<file path="src/rtl/uart_tx_flow.sv">
`default_nettype none
// ============================================================================
// uart_tx_flow : UART transmitter with byte FIFO and CTS flow control
// Revision     : 1.0
// ============================================================================
module uart_tx_flow #(
    parameter int FIFO_DEPTH = 4,
    parameter int DIV_W      = 16
) (
    input  logic                          HCLK,
    input  logic                          HRESETn,
    input  logic                          ENABLE,
    input  logic [DIV_W-1:0]              DIV,
    input  logic                          PARITY_EN,
    input  logic                          PARITY_ODD,
    input  logic                          STOP2,
    input  logic [7:0]                    WDATA,
    input  logic                          WVALID,
    output logic                          WREADY,
    input  logic                          CTS,
    output logic                          TXD,
    output logic                          TXD_EN,
    output logic                          BUSY,
    output logic                          TX_DONE,
    output logic [$clog2(FIFO_DEPTH):0]   FIFO_COUNT
);
    localparam int AW = $clog2(FIFO_DEPTH);
    localparam int CW = AW + 1;

    typedef enum logic [2:0] {
        S_IDLE   = 3'd0,
        S_START  = 3'd1,
        S_DATA   = 3'd2,
        S_PARITY = 3'd3,
        S_STOP   = 3'd4
    } state_t;

    state_t           state, state_nxt;
    logic             cts_meta, cts_s;
    logic [7:0]       mem [FIFO_DEPTH];
    logic [AW-1:0]    wr_ptr, rd_ptr;
    logic [CW-1:0]    count;
    logic             push, pop;
    logic [7:0]       head;
    logic [DIV_W-1:0] div_l, baud, baud_nxt;
    logic [2:0]       bit_cnt, bit_nxt;
    logic             stop_cnt, stop_nxt;
    logic [7:0]       shift, shift_nxt;
    logic             par_en_l, par_bit, stop2_l;
    logic             txd_nxt, busy_nxt, done_nxt, bit_end;

    assign WREADY     = (count != CW'(FIFO_DEPTH));
    assign push       = WVALID && WREADY;
    assign head       = mem[rd_ptr];
    assign FIFO_COUNT = count;
    assign bit_end    = (baud == div_l);

    always_ff @(posedge HCLK or negedge HRESETn) begin
        if (!HRESETn) begin
            cts_meta <= 1'b0;
            cts_s    <= 1'b0;
        end else begin
            cts_meta <= CTS;
            cts_s    <= cts_meta;
        end
    end

    always_ff @(posedge HCLK) begin
        if (push) mem[wr_ptr] <= WDATA;
    end

    // WREADY is derived from the pre-edge count, so a pop never frees a slot
    // for a push on the same edge.
    always_ff @(posedge HCLK or negedge HRESETn) begin
        if (!HRESETn) begin
            wr_ptr <= '0;
            rd_ptr <= '0;
            count  <= '0;
        end else begin
            if (push) wr_ptr <= wr_ptr + AW'(1);
            if (pop)  rd_ptr <= rd_ptr + AW'(1);
            case ({push, pop})
                2'b10:   count <= count + CW'(1);
                2'b01:   count <= count - CW'(1);
                default: count <= count;
            endcase
        end
    end

    always_comb begin
        state_nxt = state;
        baud_nxt  = bit_end ? '0 : baud + DIV_W'(1);
        bit_nxt   = bit_cnt;
        stop_nxt  = stop_cnt;
        shift_nxt = shift;
        txd_nxt   = TXD;
        pop       = 1'b0;
        case (state)
            S_IDLE: begin
                baud_nxt = '0;
                txd_nxt  = 1'b1;
                if (ENABLE && cts_s && (count != '0)) begin
                    pop       = 1'b1;
                    state_nxt = S_START;
                    bit_nxt   = '0;
                    stop_nxt  = 1'b0;
                    shift_nxt = head;
                    txd_nxt   = 1'b0;
                end
            end
            S_START: begin
                if (bit_end) begin
                    state_nxt = S_DATA;
                    txd_nxt   = shift[0];
                end
            end
            S_DATA: begin
                if (bit_end) begin
                    if (bit_cnt == 3'd7) begin
                        state_nxt = par_en_l ? S_PARITY : S_STOP;
                        txd_nxt   = par_en_l ? par_bit : 1'b1;
                    end else begin
                        bit_nxt   = bit_cnt + 3'd1;
                        shift_nxt = {1'b0, shift[7:1]};
                        txd_nxt   = shift[1];
                    end
                end
            end
            S_PARITY: begin
                if (bit_end) begin
                    state_nxt = S_STOP;
                    txd_nxt   = 1'b1;
                end
            end
            S_STOP: begin
                if (bit_end) begin
                    if (stop_cnt == stop2_l) begin
                        state_nxt = S_IDLE;
                    end else begin
                        stop_nxt = 1'b1;
                    end
                end
            end
            default: begin
                state_nxt = S_IDLE;
                txd_nxt   = 1'b1;
            end
        endcase
        busy_nxt = (state_nxt != S_IDLE);
        // Registered TX_DONE: flag the cycle that will be the final stop cycle.
        done_nxt = (state_nxt == S_STOP) && (baud_nxt == div_l) && (stop_nxt == stop2_l);
    end

    always_ff @(posedge HCLK or negedge HRESETn) begin
        if (!HRESETn) begin
            state    <= S_IDLE;
            baud     <= '0;
            bit_cnt  <= '0;
            stop_cnt <= 1'b0;
            shift    <= '0;
            div_l    <= '0;
            par_en_l <= 1'b0;
            par_bit  <= 1'b0;
            stop2_l  <= 1'b0;
            TXD      <= 1'b1;
            TXD_EN   <= 1'b0;
            BUSY     <= 1'b0;
            TX_DONE  <= 1'b0;
        end else begin
            state    <= state_nxt;
            baud     <= baud_nxt;
            bit_cnt  <= bit_nxt;
            stop_cnt <= stop_nxt;
            shift    <= shift_nxt;
            TXD      <= txd_nxt;
            TXD_EN   <= busy_nxt;
            BUSY     <= busy_nxt;
            TX_DONE  <= done_nxt;
            if (pop) begin
                div_l    <= DIV;
                par_en_l <= PARITY_EN;
                par_bit  <= (^head) ^ PARITY_ODD;
                stop2_l  <= STOP2;
            end
        end
    end
endmodule
`default_nettype wire
</file>
<file path="config.mk">
export PLATFORM = sky130hd
export DESIGN_NAME = uart_tx_flow
export DESIGN_NICKNAME = d
export VERILOG_FILES = /design/src/rtl/uart_tx_flow.sv
export SDC_FILE = /design/constraint.sdc
export NUM_CORES = 1
export LEC_CHECK = 0
export ABC_CLOCK_PERIOD_IN_PS = 3800
export BUFFER_PORTS_ARGS = -buffer_cell sky130_fd_sc_hd__buf_2
export CAP_MARGIN = 0
export CORE_MARGIN = 1
export CORE_UTILIZATION = 50
export CTS_CLUSTER_SIZE = 10
export DETAILED_ROUTE_END_ITERATION = 8
export PLACE_DENSITY = 0.69
export SYNTH_ARGS = -nofsm -noshare
export SYNTH_HDL_FRONTEND = slang
export SYNTH_SLANG_ARGS = --single-unit
</file>
<file path="constraint.sdc">
create_clock -name HCLK -period 3.8 [get_ports HCLK]
set_input_delay 0.38 -clock HCLK [delete_from_list [all_inputs] [get_ports HCLK]]
set_output_delay 0.38 -clock HCLK [all_outputs]
set_load 0.02 [all_outputs]
</file>
# After elaboration in Yosys (flattened, before gate mapping)
# Memory sizes are Yosys's and may differ from the RTL's.
# Index checks and enable logic that the tools add are counted.
# word_totals
regBits	62
ramBits	32
in_bits	32
word_cells	92
mem_count	1
# op_classes
addsub	6
eq_ne	18
muxes	35
bitwise_logic	2
n_reduce_logical	13
# mem_list
name	depth	width	read_ports	rd_ports_with_merged_regs	write_ports	line_no	source
mem	4	8	1	0	1	40	logic [7:0] mem [FIFO_DEPTH];
# ops
operator	n
$mux W3	11
$eq A16 B16 Y1	2
$mux W16	2
$mux W8	3
$add A16 B1 Y16 const B	1
$pmux W8 S2	1
$pmux W3 S5	1
$mux W1	13
$pmux W3 S2	2
$ne A2 B2 Y1 const B	5
$eq A3 B3 Y1 const B	3
$reduce_and A4 Y1	2
$reduce_xor A8 Y1	1
$add A3 B1 Y3 const B	2
$eq A3 B2 Y1 const B	2
$reduce_bool A3 Y1	2
$logic_and A1 B1 Y1	5
$pmux W1 S5	1
$add A2 B1 Y2 const B	2
$reduce_bool A2 Y1	2
$eq A3 B1 Y1 const B	1
$logic_not A3 Y1	1
$ne A3 B3 Y1 const B	1
$sub A3 B1 Y3 const B	1
other kinds (6)	7

# Logic depth before layout (Yosys ltp)
# Gate-level depths: netlist (run 1).
# depth
word_depth	7
mapped_depth	11
ltp_nobuf	10

# Worst setup path before layout (run 1)
# Ideal clock, no wire load.
# synth_path
path_kind	register -> register
from	reg state[1]
to	reg count[2], in the netlist FIFO_COUNT[2]
arrival_ns	2.558
required_ns	3.720
path_slack_ns	1.162
stages_incl_launch_ff	12
synth_period_minus_slack_ns	2.638
cell_sequence	dfrtp_1 > clkbuf_1 > nor2_1 > nand2_1 > nor2_1 > clkbuf_1 > ha_1 > inv_1 > fa_1 > xor2_1 > nor2_1 > xor2_1
# synth_between
elab_chain_cells	4
word_cells_on_any_way	6
classes_between	2 x eq/ne; 2 x mux; 2 x reduce/logical
# synth_lines
element	line_no	source
start, declared	38	state_t state, state_nxt;
start signal, assigned	170	state <= state_nxt;
$logic_not A3 Y1 *	98	case (state)
$mux W1 *	98	
via pop	43	logic push, pop;
$eq A2 B1 Y1 or $eq A2 B2 Y1 (tied branches)	82	case ({push, pop})
$pmux W3 S2 or $reduce_bool A2 Y1 (tied branches)	--	
end signal, assigned	83	2'b10: count <= count + CW'(1);
end signal, assigned	84	2'b01: count <= count - CW'(1);
end signal, assigned	85	default: count <= count;
end, declared	42	logic [CW-1:0] count;
# Mark *: on every way through the listed nets, which the timed path passes. The rest lies on a longest branch.
# A chain may end at the register's enable or synchronous reset.

# Final worst setup path (run 1)
# layout_path
from	reg state[1]
to	reg count[2], in the netlist FIFO_COUNT[2]
# layout_between
elab_chain_cells	4
word_cells_on_any_way	6
classes_between	2 x eq/ne; 2 x mux; 2 x reduce/logical
# layout_lines
element	line_no
$logic_not A3 Y1 *	98
$mux W1 *	98
$eq A2 B1 Y1 or $eq A2 B2 Y1 (tied branches)	82
$pmux W3 S2 or $reduce_bool A2 Y1 (tied branches)	--
# Mark *: on every way between the ends. The rest lies on a longest branch, timed or not.

==> impl_metrics.csv, run 1 <==
group,metric,value,unit
run_status,status,"completed",
cells_and_area,areaGrowthSynthToFinish,10.3,%
timing,final.period_utilization,0.745,
timing,slew_viol_final,0,
floorplan,core_region_area,0.00881,sq mm
clock_tree,hold_buffers,0,
cells_and_area,stdcell_count,537,
synthesis,synth-edff-count,32,
setup_path,crit_type,"reg2reg",
routing,routed_via_density,5.89,
synthesis,yosysWarningCount,0,
placed_design,post_dp_cell_area,0.00490,sq mm
setup_path,crit_path_end_kind,"flip-flop",
synthesis,synthFlopType,"dfrtp_1",
cells_and_area,seqCellArea,0.00251,sq mm
setup_path,cpPeakStageDelay,0.70,ns
clock_tree,cts_setup_buffers,0,
synthesis,ys_async_sr_fraction,0.660,
clock_tree,htreeDepth,3,
timing,hold_viol_final,0,
timing,finClkSkew,0.0135,ns
power,p_per_area,713,mW/mm^2
placed_design,io_buffers,39,
setup_path,cpLargestDelayFamily,"simple AND/OR/NAND/NOR gates",
synthesis,synth_area_per_cell,11.9,sq um
timing,rsz0062_at_grt,"no",
power,finalPower,0.00362,W
timing,fmax,353,MHz
cells_and_area,final_area,0.00508,sq mm
timing,slew-limit-headroom,0.272,
floorplan,ios,40,
synthesis,syn_area,0.00461,sq mm
power,p_leak,2.04,nW
synthesis,yosysSeqAreaShare,0.546,
floorplan,initial_core_util,0.523,
grt,grt_pass1_wl,15100,um
synthesis,yosysUniqueCellTypes,61,
timing,worst_pin_slew,1.09,ns
cells_and_area,final_nets,466,
grt,grt_usage,0.203,
placed_design,dp_slack,0.981,ns
routing,drt_wl_total,9080,um
timing,period_needed,2.83,ns
grt,antenna_found_initial,0,
setup_path,critPathMaxFanout,16,
routing,ant_nets,0,
clock_tree,clock-root-buffer,"clkbuf_8",
cells_and_area,layout-drive-gt1-share,0.231,
flow_run,max_cap_viol_count,0,
cells_and_area,multi_input_area,0.00196,sq mm
floorplan,rows,34,
clock_tree,cts_made_buffers,9,
grt,grt_pass1_vias,2938,
synthesis,syn_inst,386,
clock_tree,cts.sink_count,94,
setup_path,cp_data_required_time,4.08,ns
placed_design,placed_cells,521,
setup_path,cp_num_buf_inv,1,
hold_path,hold_path.class,"in2reg",
clock_tree,clockBufferDepth,2,
floorplan,die_width,98.0,um
placed_design,gp_congestion,0.911,
grt,grt_max_degree,44,
setup_path,crit_arrival,3.11,ns
grt,overflow,0,
floorplan,fp.dieH,98.0,um
placed_design,dp_hpwl,6570,um
routing,first_iter_violations,155,
synthesis,ys_seq_elements,94,
routing,firstDrtPassIters,4,
routing,wire_per_inst,16.9,um
clock_tree,cts_resized,0,
cells_and_area,diodes,0,
routing,drc_errors,0,
timing,fin_ws,0.970,ns
routing,vias,3164,
clock_tree,cts_tree,"done",
power,ir_drop,0.000473,V
synthesis,syn-num-nets,428,
setup_path,slowest_stage,"nor2_2",
setup_path,crit_chain,"nor2_1 > nand2_1 > nor2_2 > ha_1 > inv_1 > fa_1 > xor2_1 > nor2_1 > xor2_1",
clock_tree,path_clk_slew,0.09,ns
timing,setup_tns,0,ns
floorplan,dieArea,0.00960,sq mm
timing,setup_viol,0,
clock_tree,insertion_delay,0.36,ns
cells_and_area,fillers,765,
setup_path,startpoint_type,"flip-flop",
layout by cell type, fill, tap and decap left out, drive strengths merged, types with 4 or more instances in the layout:
cell type / count
dfrtp: 61
buf: 44
nand2: 35
xnor2: 32
edfxtp: 32
nor2: 28
mux2: 18
inv: 16
xor2: 15
nand3: 11
nand4: 10
a31oi: 10
clkbuf: 10
ha: 9
o21ai: 8
mux4: 8
nor4: 8
and3: 7
nor3: 6
a211oi: 4
o31a: 4
a21oi: 4
state kept, by name (all words and copies together) (netlist names):
register / cells
mem: 32
baud: 16
div_l: 16
shift: 8
FIFO_COUNT: 3
bit_cnt: 3
state: 3
rd_ptr: 2
wr_ptr: 2
BUSY: 1
TXD: 1
TX_DONE: 1
cts_meta: 1
cts_s: 1
par_bit: 1
par_en_l: 1
stop2_l: 1
stop_cnt: 1
cells by family after synthesis:
| group | count (synthesis) | synth area share |
|---|---|---|
| AO/OA/AOI/OAI | 55 | 0.0880 |
| XOR/XNOR | 47 | 0.0894 |
| adder cells (fa/ha/maj) | 10 | 0.0288 |
| buffers and inverters | 31 | 0.0301 |
| flip-flops | 94 | 0.546 |
| multiplexers | 27 | 0.0853 |
| AND/OR/NAND/NOR | 122 | 0.133 |
final timing paths:
path	start	endpoint	slack (ns)	depth (start not counted)
max in group asynchronous	HRESETn	div_l[10]$_DFFE_PN0P_	2.81	2
min reg2reg	cts_meta$_DFF_PN0_	cts_s$_DFF_PN0_	0.36	0
max reg2reg	state[1]$_DFF_PN0_	FIFO_COUNT[2]$_DFFE_PN0P_	0.97	9
min in group asynchronous	HRESETn	div_l[9]$_DFFE_PN0P_	0.17	1
max	state[1]$_DFF_PN0_	FIFO_COUNT[2]$_DFFE_PN0P_	0.97	9
min	CTS	cts_meta$_DFF_PN0_	0.12	1
routing by layer:
metal / GRT usage / wire [um] / vias up
met5: 0 / 0 / -
met4: 0.0629 / 114 / 0
met3: 0.0301 / 397 / 10
met2: 0.300 / 4030 / 81
met1: 0.309 / 4530 / 1589
li1: - / - / 1484
power by group:
| part | internal (W) | switching [W] |
|---|---|---|
| Clock | 0.000251 | 0.000369 |
| Combinational | 0.000667 | 0.000688 |
| Sequential | 0.00135 | 0.000299 |
cell usage after synthesis (all sizes together), types with 2 or more instances:
| cell type | number | area (sq um) |
|---|---|---|
| dfrtp | 61 | 1530 |
| nand2 | 35 | 131 |
| edfxtp | 32 | 961 |
| xnor2 | 32 | 280 |
| nor2 | 28 | 105 |
| mux2 | 18 | 203 |
| xor2 | 15 | 131 |
| inv | 14 | 52.6 |
| clkbuf | 11 | 41.3 |
| nand3 | 11 | 55.1 |
| a31oi | 10 | 62.6 |
| nand4 | 10 | 62.6 |
| ha | 9 | 113 |
| mux4 | 8 | 180 |
| nor4 | 8 | 50.1 |
| o21ai | 8 | 40.0 |
| and3 | 7 | 46.3 |
| buf | 6 | 45.0 |
| nor3 | 6 | 30.0 |
| a211oi | 4 | 30.0 |
| a21oi | 4 | 23.8 |
| o31a | 4 | 35.0 |
| a21boi | 3 | 22.5 |
| o22ai | 3 | 18.8 |
| or3 | 3 | 20.0 |
| or4 | 3 | 26.3 |
| a211o | 2 | 17.5 |
| and2 | 2 | 12.5 |
| and4 | 2 | 18.8 |
| o211ai | 2 | 15.0 |
| o32a | 2 | 20.0 |
| o32ai | 2 | 17.5 |
| or2 | 2 | 12.5 |
layout make-up:
cell class / instances / share of cell area
clock buffer: 10 / 0.0251
tap: 108 / 0.0266
multi-input combinational: 261 / 0.386
sequential: 94 / 0.495
timing repair buffer: 44 / 0.0458
inverter: 14 / 0.0103
clock inverter: 6 / 0.0111
metrics by stage:
stage,hold WS [ns],utilization
global route,0.110,0.577
floorplan,0.0844,-
detailed placement,0.341,0.556
CTS,0.112,0.577
finish,0.125,0.577
global placement,0.335,0.556
Power figures use the tool's default switching activity.
==> run 2: changes to the inputs <==
Settings changed: ABC_AREA set to 1, ABC_CLOCK_PERIOD_IN_PS 3800 to 2600, PLACE_DENSITY 0.69 to 0.71.
Clock period 3.8 ns to 2.6 ns, I/O delays scaled along.
==> run 2 against run 1 <==
  * Sequential cell count stayed put
  * Global-route usage rose by 2.1 points
  * Fmax increased by 22%
  * Combinational power is 96% lower
  * Die area increased by 7.1%
  * Routed wire length rose by 16%
  * First-iteration DRC count is 110% higher
  * Synthesized cell count increased by 63%
  * Hold slack lost 0.033 ns
  * Register-to-register slack worse by 0.70 ns
==> impl_metrics.csv, run 2 <==
group,metric,value,unit
run_status,status,"completed",
power,p_sw_frac,0.243,
cells_and_area,top_register,"mem",
routing,routed_via_density,5.07,
timing,setup_tns,0,ns
floorplan,core_region_area,0.00942,sq mm
clock_tree,path_clk_slew,0.10,ns
placed_design,dp_hpwl,7500,um
setup_path,cpPeakStageDelay,0.40,ns
clock_tree,cts_made_buffers,9,
placed_design,gp_congestion,0.856,
synthesis,yosysUniqueCellTypes,29,
power,p_int,0.00193,W
timing,setup_viol,0,
routing,drt_wl_total,10500,um
setup_path,crit_chain,"inv_1 > a31oi_2 > inv_1 > nor2_2 > ha_1 > inv_1 > fa_1 > a21oi_1 > o21ai_0 > xor2_1",
cells_and_area,areaGrowthSynthToFinish,11.6,%
floorplan,fp.dieH,101,um
cells_and_area,largest_reg_flops,32,
cells_and_area,diodes,0,
flow_run,max_cap_viol_count,0,
power,p_leak,2.75,nW
floorplan,dieArea,0.0103,sq mm
setup_path,crit_type,"reg2reg",
clock_tree,clockBufferDepth,2,
routing,vias,4087,
setup_path,cp_num_buf_inv,3,
grt,grt_usage,0.224,
routing,drc_errors,0,
timing,fmax,430,MHz
power,seqPwrFrac,0.601,
hold_path,hp-start,"DIV[13]",
power,power_frac_clock,0.378,
cells_and_area,top_regs,"mem: 32 flops, baud: 16 flops, div_l: 16 flops",
placed_design,io_buffers,39,
synthesis,yosys.area.top_type,"dfrtp_1",
synthesis,synthFlopType,"dfrtp_1",
setup_path,r2r-start,"FIFO_COUNT[0]$_DFFE_PN0P_",
timing,rsz0062_at_grt,"no",
routing,firstDrtPassIters,5,
cells_and_area,fillers,845,
synthesis,ys_seq_elements,94,
timing,finClkSkew,0.0119,ns
setup_path,rrSetupSlack,0.27,ns
cells_and_area,layout_commonest_cell,"nand2_1",
timing,worst_pin_slew,0.638,ns
synthesis,synth_top_area_frac,0.309,
power,p_switching,0.000620,W
setup_path,cpLargestDelayFamily,"adder cells",
clock_tree,cts_setup_buffers,0,
clock_tree,cts_tree,"done",
floorplan,ios,40,
clock_tree,insertion_delay,0.37,ns
timing,period_needed,2.33,ns
floorplan,die_width,101,um
routing,wire_per_inst,13.1,um
hold_path,hold_path.class,"in2reg",
grt,overflow,0,
grt,grt_pass1_wl,17600,um
power,ir_drop,0.000279,V
cells_and_area,final_cell_mix,"nand2_1 (233), inv_1 (77), dfrtp_1 (61)",
clock_tree,clock-root-buffer,"clkbuf_8",
setup_path,cp_data_required_time,2.85,ns
routing,ant_nets,0,
floorplan,rows,35,
synthesis,synth-edff-count,32,
timing,slew_viol_final,0,
setup_path,crit_path_frequent_cell,"inv_1",
floorplan,initial_core_util,0.525,
timing,final.period_utilization,0.895,
hold_path,holdPathStages,3,
setup_path,slowest_stage,"dfrtp_1",
setup_path,reg2regPathDepth,10,
synthesis,syn_inst,628,
clock_tree,htreeDepth,3,
hold_path,holdPathEnd,"div_l[13]$_DFFE_PN0P_",
synthesis,yosysWarningCount,0,
synthesis,post-synth-top-count-cell,"nand2_1",
grt,grt_max_degree,41,
setup_path,crit_path_end_kind,"flip-flop",
synthesis,synth_area_per_cell,7.87,sq um
synthesis,ys_async_sr_fraction,0.660,
clock_tree,cts.sink_count,94,
setup_path,r2r-end,"FIFO_COUNT[2]$_DFFE_PN0P_",
setup_path,startpoint_type,"flip-flop",
synthesis,syn_area,0.00494,sq mm
timing,slew-limit-headroom,0.574,
routing,first_iter_violations,322,
cells_and_area,final_nets,714,
power,finalPower,0.00255,W
cells_and_area,layout-drive-gt1-share,0.118,
setup_path,critPathMaxFanout,3,
synthesis,ys_top_cells_by_count,"nand2_1 (233), inv_1 (77), dfrtp_1 (61)",
setup_path,crit_arrival,2.57,ns
synthesis,syn-num-nets,670,
timing,hold_viol_final,0,
power,power_frac_comb,0.022,
synthesis,yosysSeqAreaShare,0.509,
synthesis,synthTopCellsByArea,"dfrtp_1 (31%), edfxtp_1 (19%), nand2_1 (18%), inv_1 (5.8%), nand3_1 (4.5%)",
grt,grt_pass1_vias,3682,
power,p_per_area,462,mW/mm^2
grt,antenna_found_initial,0,
[run 2: cell types whose count changed in the layout (fill, tap and decap cells not counted), moves of 10 or more]
| cell | before | now |
|---|---|---|
| nand2_1 | 35 | 233 |
| inv_1 | 13 | 77 |
| nand3_1 | 11 | 44 |
| o21ai_0 | 8 | 39 |
| xnor2_1 | 32 | 3 |
| nor2_1 | 27 | 47 |
| mux2_2 | 18 | 0 |
| nand4_1 | 10 | 20 |
[run 2: cell type report]
cell class,count,area (sq um),area share
flip-flops and latches,94,2510,0.456
multi-input cells,433,2020,0.367
repair buffers,53,318,0.0576
inverters,81,304,0.0551
well taps,129,161,0.0293
clock buffers,9,124,0.0224
clock inverters,7,72.6,0.0132
[run 2: how the worst max path moves through the flow]
stage	from	endpoint	depth (start not counted)	slack [ns]
final	FIFO_COUNT[0]$_DFFE_PN0P_	FIFO_COUNT[2]$_DFFE_PN0P_	10	0.27
after CTS	FIFO_COUNT[0]$_DFFE_PN0P_	FIFO_COUNT[2]$_DFFE_PN0P_	10	0.19
after global placement	FIFO_COUNT[0]$_DFFE_PN0P_	FIFO_COUNT[2]$_DFFE_PN0P_	10	0.26
after detailed placement	FIFO_COUNT[0]$_DFFE_PN0P_	FIFO_COUNT[2]$_DFFE_PN0P_	10	0.23
after floorplan	FIFO_COUNT[0]$_DFFE_PN0P_	FIFO_COUNT[2]$_DFFE_PN0P_	11	0.19
after global routing	baud[10]$_DFF_PN0_	TX_DONE$_DFF_PN0_	17	0.09
[run 2: per-layer routing]
layer,share of wire,global-route usage,vias up
met4,0.011,0.0680,0
met3,0.060,0.0373,9
met5,0,0,-
li1,-,-,2078
met1,0.48,0.327,1884
met2,0.45,0.344,116
[run 2: worst reg2reg max path, cell delays in order (launching register included)]
cell and delay, ns:
dfrtp_1 0.40, inv_1 0.11, a31oi_2 0.29, inv_1 0.11, nor2_2 0.24, ha_1 0.21
inv_1 0.07, fa_1 0.38, a21oi_1 0.14, o21ai_0 0.11, xor2_1 0.15
[run 2: cells by family after synthesis]
family | Yosys count | synth area share
xor+xnor | 17 | 0.0301
compound gates | 53 | 0.0567
simple gates | 353 | 0.293
buf+inv | 101 | 0.0846
fa+ha+maj | 10 | 0.0268
flops | 94 | 0.509
[run 2: metrics by stage]
| stage | cells | hold slack (ns) | cell area [sq um] | setup WS (ns) | utilization |
|---|---|---|---|---|---|
| after floorplan | 628 | -0.0356 | 4940 | 0.190 | - |
| after global placement | 788 | 0.295 | 5300 | 0.262 | 0.562 |
| after detailed placement | 788 | 0.317 | 5300 | 0.229 | 0.562 |
| after CTS | 806 | 0.0799 | 5510 | 0.194 | 0.585 |
| after global routing | 806 | 0.0813 | 5520 | 0.0908 | 0.586 |
| final | 806 | 0.0915 | 5520 | 0.273 | 0.586 |
[run 2: power by group through the flow]
stage | logic (W) | registers (W) | clock network (W)
floorplan | 0.00000248 | 0.00156 | 0
global placement | 0.0000527 | 0.00156 | 0
detailed placement | 0.0000545 | 0.00156 | 0
CTS | 0.0000571 | 0.00153 | 0.000986
global route | 0.0000630 | 0.00153 | 0.00104
finish | 0.0000552 | 0.00153 | 0.000963
[run 2: repair_timing]
action,CTS,global route
setup endpoints to repair,0,1
gates resized for setup,0,1
hold endpoints to repair,25,0
hold buffers,2,0
